$ cat src/rtl/cmd_frame_aligner.sv
// Serial command receiver. It shifts in one bit per clock, MSB first, and hunts for the sync frame.
// After enough aligned syncs it locks and emits 16-bit frames with lock status and a lock-loss count.
module cmd_frame_aligner #(
    parameter logic [15:0] SYNC_PATTERN   = 16'h817E,
    parameter int          LOCK_SYNCS     = 16,
    parameter int          TIMEOUT_FRAMES = 32
) (
    input  logic        CLK,
    input  logic        RESETB,
    input  logic        CMD_IN,
    input  logic        CLEAR_CNT,
    output logic [15:0] FRAME,
    output logic        FRAME_VALID,
    output logic        FRAME_IS_SYNC,
    output logic        LOCKED,
    output logic [7:0]  LOCK_LOSS_CNT
);

    typedef enum logic [1:0] {
        S_HUNT,
        S_VERIFY,
        S_LOCKED
    } state_t;

    localparam logic [7:0] LOCK_N    = 8'(LOCK_SYNCS);
    localparam logic [7:0] TIMEOUT_N = 8'(TIMEOUT_FRAMES);

    state_t      r_state;
    logic [15:0] r_sr;
    logic [3:0]  r_phase;
    logic [7:0]  r_syncCnt;
    logic [7:0]  r_missCnt;

    logic w_isSync;
    logic w_boundary;
    logic w_lossEvent;

    // r_sr holds a complete aligned frame in the cycle where r_phase wraps.
    assign w_isSync    = (r_sr == SYNC_PATTERN);
    assign w_boundary  = (r_phase == 4'd15);
    assign w_lossEvent = (r_state == S_LOCKED) && w_boundary && !w_isSync &&
                         ((r_missCnt + 8'd1) == TIMEOUT_N);

    always_ff @(posedge CLK or negedge RESETB) begin
        if (!RESETB) begin
            r_state       <= S_HUNT;
            r_sr          <= 16'h0000;
            r_phase       <= 4'd0;
            r_syncCnt     <= 8'd0;
            r_missCnt     <= 8'd0;
            FRAME         <= 16'h0000;
            FRAME_VALID   <= 1'b0;
            FRAME_IS_SYNC <= 1'b0;
            LOCKED        <= 1'b0;
            LOCK_LOSS_CNT <= 8'd0;
        end else begin
            r_sr        <= {r_sr[14:0], CMD_IN};
            r_phase     <= r_phase + 4'd1;
            FRAME_VALID <= 1'b0;

            // A clear takes priority over a lock loss on the same edge.
            if (CLEAR_CNT) begin
                LOCK_LOSS_CNT <= 8'd0;
            end else if (w_lossEvent && (LOCK_LOSS_CNT != 8'hFF)) begin
                LOCK_LOSS_CNT <= LOCK_LOSS_CNT + 8'd1;
            end

            case (r_state)
                S_HUNT: begin
                    if (w_isSync) begin
                        r_phase   <= 4'd0;
                        r_syncCnt <= 8'd1;
                        r_missCnt <= 8'd0;
                        if (LOCK_N == 8'd1) begin
                            r_state <= S_LOCKED;
                            LOCKED  <= 1'b1;
                        end else begin
                            r_state <= S_VERIFY;
                        end
                    end
                end
                S_VERIFY: begin
                    if (w_boundary) begin
                        if (w_isSync) begin
                            r_syncCnt <= r_syncCnt + 8'd1;
                            if ((r_syncCnt + 8'd1) == LOCK_N) begin
                                r_state   <= S_LOCKED;
                                r_missCnt <= 8'd0;
                                LOCKED    <= 1'b1;
                            end
                        end else begin
                            r_state   <= S_HUNT;
                            r_syncCnt <= 8'd0;
                        end
                    end
                end
                S_LOCKED: begin
                    // An off-phase sync is ignored here; only a timeout can realign.
                    if (w_boundary) begin
                        FRAME         <= r_sr;
                        FRAME_VALID   <= 1'b1;
                        FRAME_IS_SYNC <= w_isSync;
                        if (w_isSync) begin
                            r_missCnt <= 8'd0;
                        end else if (w_lossEvent) begin
                            r_state   <= S_HUNT;
                            r_missCnt <= 8'd0;
                            r_syncCnt <= 8'd0;
                            LOCKED    <= 1'b0;
                        end else begin
                            r_missCnt <= r_missCnt + 8'd1;
                        end
                    end
                end
                default: begin
                    r_state <= S_HUNT;
                end
            endcase
        end
    end

endmodule

$ cat config.mk
export PLATFORM = sky130hd
export DESIGN_NAME = cmd_frame_aligner
export DESIGN_NICKNAME = d
export VERILOG_FILES = /design/src/rtl/cmd_frame_aligner.sv
export SDC_FILE = /design/constraint.sdc
export NUM_CORES = 1
export LEC_CHECK = 0
export BUFFER_PORTS_ARGS = -buffer_cell sky130_fd_sc_hd__buf_4
export CAP_MARGIN = 20
export CORE_MARGIN = 10
export CORE_UTILIZATION = 35
export DETAILED_ROUTE_END_ITERATION = 12
export SETUP_SLACK_MARGIN = 0.15
export SLEW_MARGIN = 10
export SYNTH_ARGS = -nofsm -noshare
export SYNTH_HDL_FRONTEND = slang
export SYNTH_SLANG_ARGS = --single-unit
$ cat constraint.sdc
create_clock -name CLK -period 3.03 [get_ports CLK]
set_input_delay 0.303 -clock CLK [delete_from_list [all_inputs] [get_ports CLK]]
set_output_delay 0.303 -clock CLK [all_outputs]
set_load 0.02 [all_outputs]
== Word-level counts from Yosys, hierarchy flattened ==
Cells that the tools add are included.
Widths: inputs -> output; s select.
Cells by class
  add/subtract/negate cells: 4
  equality and inequality tests: 15
  muxes and demuxes: 36
  reductions and logical operators: 14
Operators by type and width (count)
  $mux 8: 15
  $pmux 8 s3: 2
  $add 8x1->8 const B: 3
  $reduce_and 6->1: 3
  $eq 16x16->1 const B: 1
  $mux 2: 7
  $ne 2x2->1 const B: 7
  $eq 8x5->1 const B: 1
  $eq 8x6->1 const B: 1
  $mux 1: 8
  $mux 4: 2
  $ne 8x8->1 const B: 1
  $reduce_and 7->1: 1
  $pmux 2 s3: 1
  $add 4x1->4 const B: 1
  $eq 4x4->1 const B: 1
  $logic_and 1x1->1: 4
  $reduce_bool 2->1: 2
  $ne 3x3->1 const B: 1
  $reduce_bool 3->1: 1
  $eq 2x1->1 const B: 1
  $eq 2x2->1 const B: 1
  $logic_not 2->1: 1
  $pmux 1 s2: 1
  other kinds (2): 2
Word-level totals
  register bits after elaboration: 65
  input port bits: 4
  output and inout bits: 27
  word-level logic and storage cells: 79

== Longest topological paths before layout ==
  word-level depth: 8
  mapped depth: 10

== Worst setup path after synthesis ==
Ideal clock, no wire load.
  path type: flip-flop to flip-flop
  start: reg r_missCnt[0]
  end: reg r_state[0]
  setup time: 125 ps
  arrival: 2327 ps
  required time: 2905 ps
  setup slack: 578 ps
  cell stages (with the launch flop): 9
  period minus slack after synthesis: 2452 ps
  cells stage by stage: dfrtp_1 ha_1 a21boi_2 a31oi_1 o41ai_2 a41oi_1 buf_2 a211oi_1 mux2_2
On the way
  longest elaborated chain between the ends: 5
Ends and longest elaborated chain
  start, declared: RTL line 32  | logic [7:0] r_missCnt;
  start signal, assigned: RTL line 111  | r_missCnt <= r_missCnt + 8'd1;
  $add 8x1->8: RTL line 42  | ((r_missCnt + 8'd1) == TIMEOUT_N);
  $eq 8x6->1: RTL line 42
  $logic_and 1x1->1: RTL line 41  | assign w_lossEvent = (r_state == S_LOCKED) && w_boundary && !w_isSync &&
  $ne 2x2->1 (no source line)
  $reduce_and 6->1 (no source line)
  end signal, assigned: RTL line 46  | r_state <= S_HUNT;
  end signal, assigned: RTL line 75  | r_state <= S_LOCKED;
  end signal, assigned: RTL line 78  | r_state <= S_VERIFY;
  end, declared: RTL line 28  | state_t r_state;
Every way passes these cells.
A chain may end at the register's enable or synchronous reset.

== Worst setup path after layout ==
Same ends and word-level chain as after synthesis.

==> flow_metrics.env <==
export IMPL_yosysSeqAreaShare=0.539
export IMPL_drt_initial_drc_count=100
export IMPL_nets=352
export IMPL_path_cells="ha_1 > a21boi_2 > a21oi_1 > o32ai_2 > a41oi_1 > a211oi_1 > mux2_2"
export IMPL_n_antenna_cell=0
export IMPL_drc=0
export IMPL_io_pins=31
export IMPL_insertion_delay_ns=0.34
export IMPL_area_growth_pct=18.7
export IMPL_drt_first_pass_iters=4
export IMPL_max_cap_viol_count=0
export IMPL_die_area_sq_um=12700
export IMPL_hpwlAfterDp_um=4380
export IMPL_tightestPinTransition_ns=0.794
export IMPL_combPwrFrac=0.120
export IMPL_grt_pass1_vias=2259
export IMPL_vias=2305
export IMPL_async_flop_share=1.00
export IMPL_worst_setup_path_type="reg -> reg"
export IMPL_grt_max_degree=66
export IMPL_cts_htree_levels=3
export IMPL_cts_root_buffer="clkbuf_8"
export IMPL_antenna_found_initial=0
export IMPL_intPower_mw=1.37
export IMPL_final_cell_mix="dfrtp_1 (65), nand2_1 (64), buf_4 (36)"
export IMPL_dp_slack_ns=0.490
export IMPL_viasPerCell=5.15
export IMPL_synthAdderAreaFrac=0.0415
export IMPL_max_vdd_ir_drop_mv=0.193
export IMPL_drv_slew=0
export IMPL_multi_input_area_sq_um=1330
export IMPL_synthFlopType="dfrtp_1"
export IMPL_clockPowerShare=0.395
export IMPL_fin_skew_ns=0.0122
export IMPL_slowest_delay_ns=0.50
export IMPL_post_route_period_util=0.852
export IMPL_layout_drive_gt1_share=0.192
export IMPL_cts_resized=0
export IMPL_clock_path_buffers=2
export IMPL_cts_sinks=65
export IMPL_cp_max_fo=9
export IMPL_synth_compound_area_frac=0.141
export IMPL_setup_viol_count_final=0
export IMPL_synth_edf_count=0
export IMPL_design_area_sq_um=3580
export IMPL_die_h_um=113
export IMPL_synth_top_family_by_area="simple AND/OR/NAND/NOR gates"
export IMPL_p_per_area_nw_per_um2=532
export IMPL_register_area_sq_um=1630
export IMPL_synthSimpleGateAreaFrac=0.238
export IMPL_die_width_um=113
export IMPL_cts_hold_buffers=0
export IMPL_dp_cells=432
export IMPL_drt_wl_total_um=6310
export IMPL_synth_cell_type_count=54
export IMPL_ys_ff_latch=65
export IMPL_fin_tns_setup_ns=0
export IMPL_holdCritPathClass="in -> async"
export IMPL_crit_slowest_cell="dfrtp_1"
export IMPL_arrival_ns=2.81
export IMPL_p_seq_frac=0.485
export IMPL_wl_per_cell_um=14.1
export IMPL_syn_area_sq_um=3020
export IMPL_synthMuxAreaShare=0.0108
export IMPL_fmax_mhz=388
export IMPL_grtUsageTotal=0.101
export IMPL_cts_clk_slew_worst_paths_ns=0.08
export IMPL_placed_area_sq_um=3380
export IMPL_grt_pass1_wl_um=10900
export IMPL_crit_path_start_kind="flip-flop"
export IMPL_initial_core_util=0.364
export IMPL_post_cts_buffers=0
export IMPL_io_buffer_count=30
export IMPL_core_area_sq_um=8300
export IMPL_end_kind="flip-flop"
export IMPL_cts_buffers=9
export IMPL_critical_path_required_ns=3.26
export IMPL_cp_top_family="compound AO/OA/AOI/OAI gates"
export IMPL_relSlewSlack=0.470
export IMPL_final_common_cell="dfrtp_1"
export IMPL_rows=33
export IMPL_fin_ws_ns=0.450
export IMPL_fin_crit_ns=2.58
export IMPL_grt_remaining_overflow=0
export IMPL_syn_inst=300
export IMPL_hold_viol=0
export IMPL_status="finished clean"
export IMPL_yosys_area_share_xor_xnor=0.00871
export IMPL_p_switching_mw=0.533
export IMPL_swShare=0.280
export IMPL_ant_nets=0
export IMPL_rsz0062_at_grt="false"
export IMPL_cts_tree="built"
export IMPL_ys_warnings_count=0
export IMPL_synth_net_count=314
export IMPL_p_leak_nw=1.67
export IMPL_gp_congestion=0.816
export IMPL_fillers=807
export IMPL_crit_buf_inv=0
export IMPL_synth_area_per_cell_sq_um=10.1
export IMPL_final_cells=448
## kinds of logic after synthesis
group                      Yosys count
muxes                                3
and+or+nand+nor                    140
buffers and inverters               16
xor gates and xnor gates             3
AOI/OAI and AO/OA                   63
DFF                                 65
adders and majority gates           10
## cell usage after synthesis, drive strengths merged (2+ instances only)
library cell	n	area, sq um
o21ai	19	95.1
o41ai	3	33.8
buf	2	10.0
nand3b	2	15.0
a31oi	4	25.0
mux2	2	22.5
nor4	4	31.3
o31ai	11	82.6
o22ai	2	12.5
nand2b	4	25.0
and4	3	26.3
nor2b	2	12.5
a21oi	12	60.1
or2	3	18.8
nand3	16	80.1
or3	7	48.8
o32ai	2	25.0
nand4	4	31.3
and4bb	3	37.5
nand2	64	240
clkbuf	7	27.5
and2	4	25.0
ha	10	125
inv	7	26.3
and3	7	43.8
xnor2	2	17.5
dfrtp	65	1630
nor2	12	45.0
## final cells by class
type                    instances  area share
multi-input cells             219       0.371
flip-flops and latches         65       0.454
clock buffers                   9      0.0346
repair buffers                 36      0.0754
clock inverters                 7      0.0213
inverters                       7     0.00733
well taps                     105      0.0367
## flip-flops by register name, indices dropped and copies added, names as in the netlist
register / cells
r_state: 2
FRAME_VALID: 1
r_missCnt: 8
FRAME_IS_SYNC: 1
r_phase: 4
FRAME: 16
LOCKED: 1
LOCK_LOSS_CNT: 8
r_syncCnt: 8
r_sr: 16
## path summary, 6_finish.rpt
| kind | start | to | slack, ns | cells after the start |
|---|---|---|---|---|
| hold reg to reg | r_sr[12] | r_sr[13] | 0.40 | 0 |
| setup / recovery | r_missCnt[0] | r_state[0] | 0.45 | 7 |
| min in group CLK | CMD_IN | r_sr[0] | 0.06 | 1 |
| max in group asynchronous | RESETB | r_syncCnt[6] | 2.46 | 1 |
| hold / removal | RESETB | FRAME[7] | 0.04 | 1 |
| setup reg to reg | r_missCnt[0] | r_state[0] | 0.45 | 7 |
## layer usage
layer / up-vias / track usage / share of wire / wire [um]
li1: 1151 / - / - / -
met1: 1115 / 0.131 / 0.49 / 3120
met2: 33 / 0.150 / 0.45 / 2850
met3: 6 / 0.0269 / 0.042 / 263
met4: 0 / 0.0567 / 0.013 / 83
met5: - / 0 / 0 / 0
## power by group through the flow
stage	Clock (mW)	Combinational, mW	Sequential [mW]
2_1_floorplan	0	0.165	0.933
3_3_place_gp	0	0.229	0.939
3_5_place_dp	0	0.230	0.940
4_1_cts	0.771	0.229	0.923
5_1_grt	0.816	0.259	0.928
6_report	0.753	0.228	0.925
## through the flow
stage                util  power, mW  hold WS (ns)
finish              0.432       1.91        0.0413
global route        0.432       2.00        0.0426
CTS                 0.432       1.92        0.0438
detailed placement  0.408       1.17         0.384
global placement    0.408       1.17         0.383
floorplan               -       1.10       0.00741
Note: power is estimated with default switching activity, not from simulation.
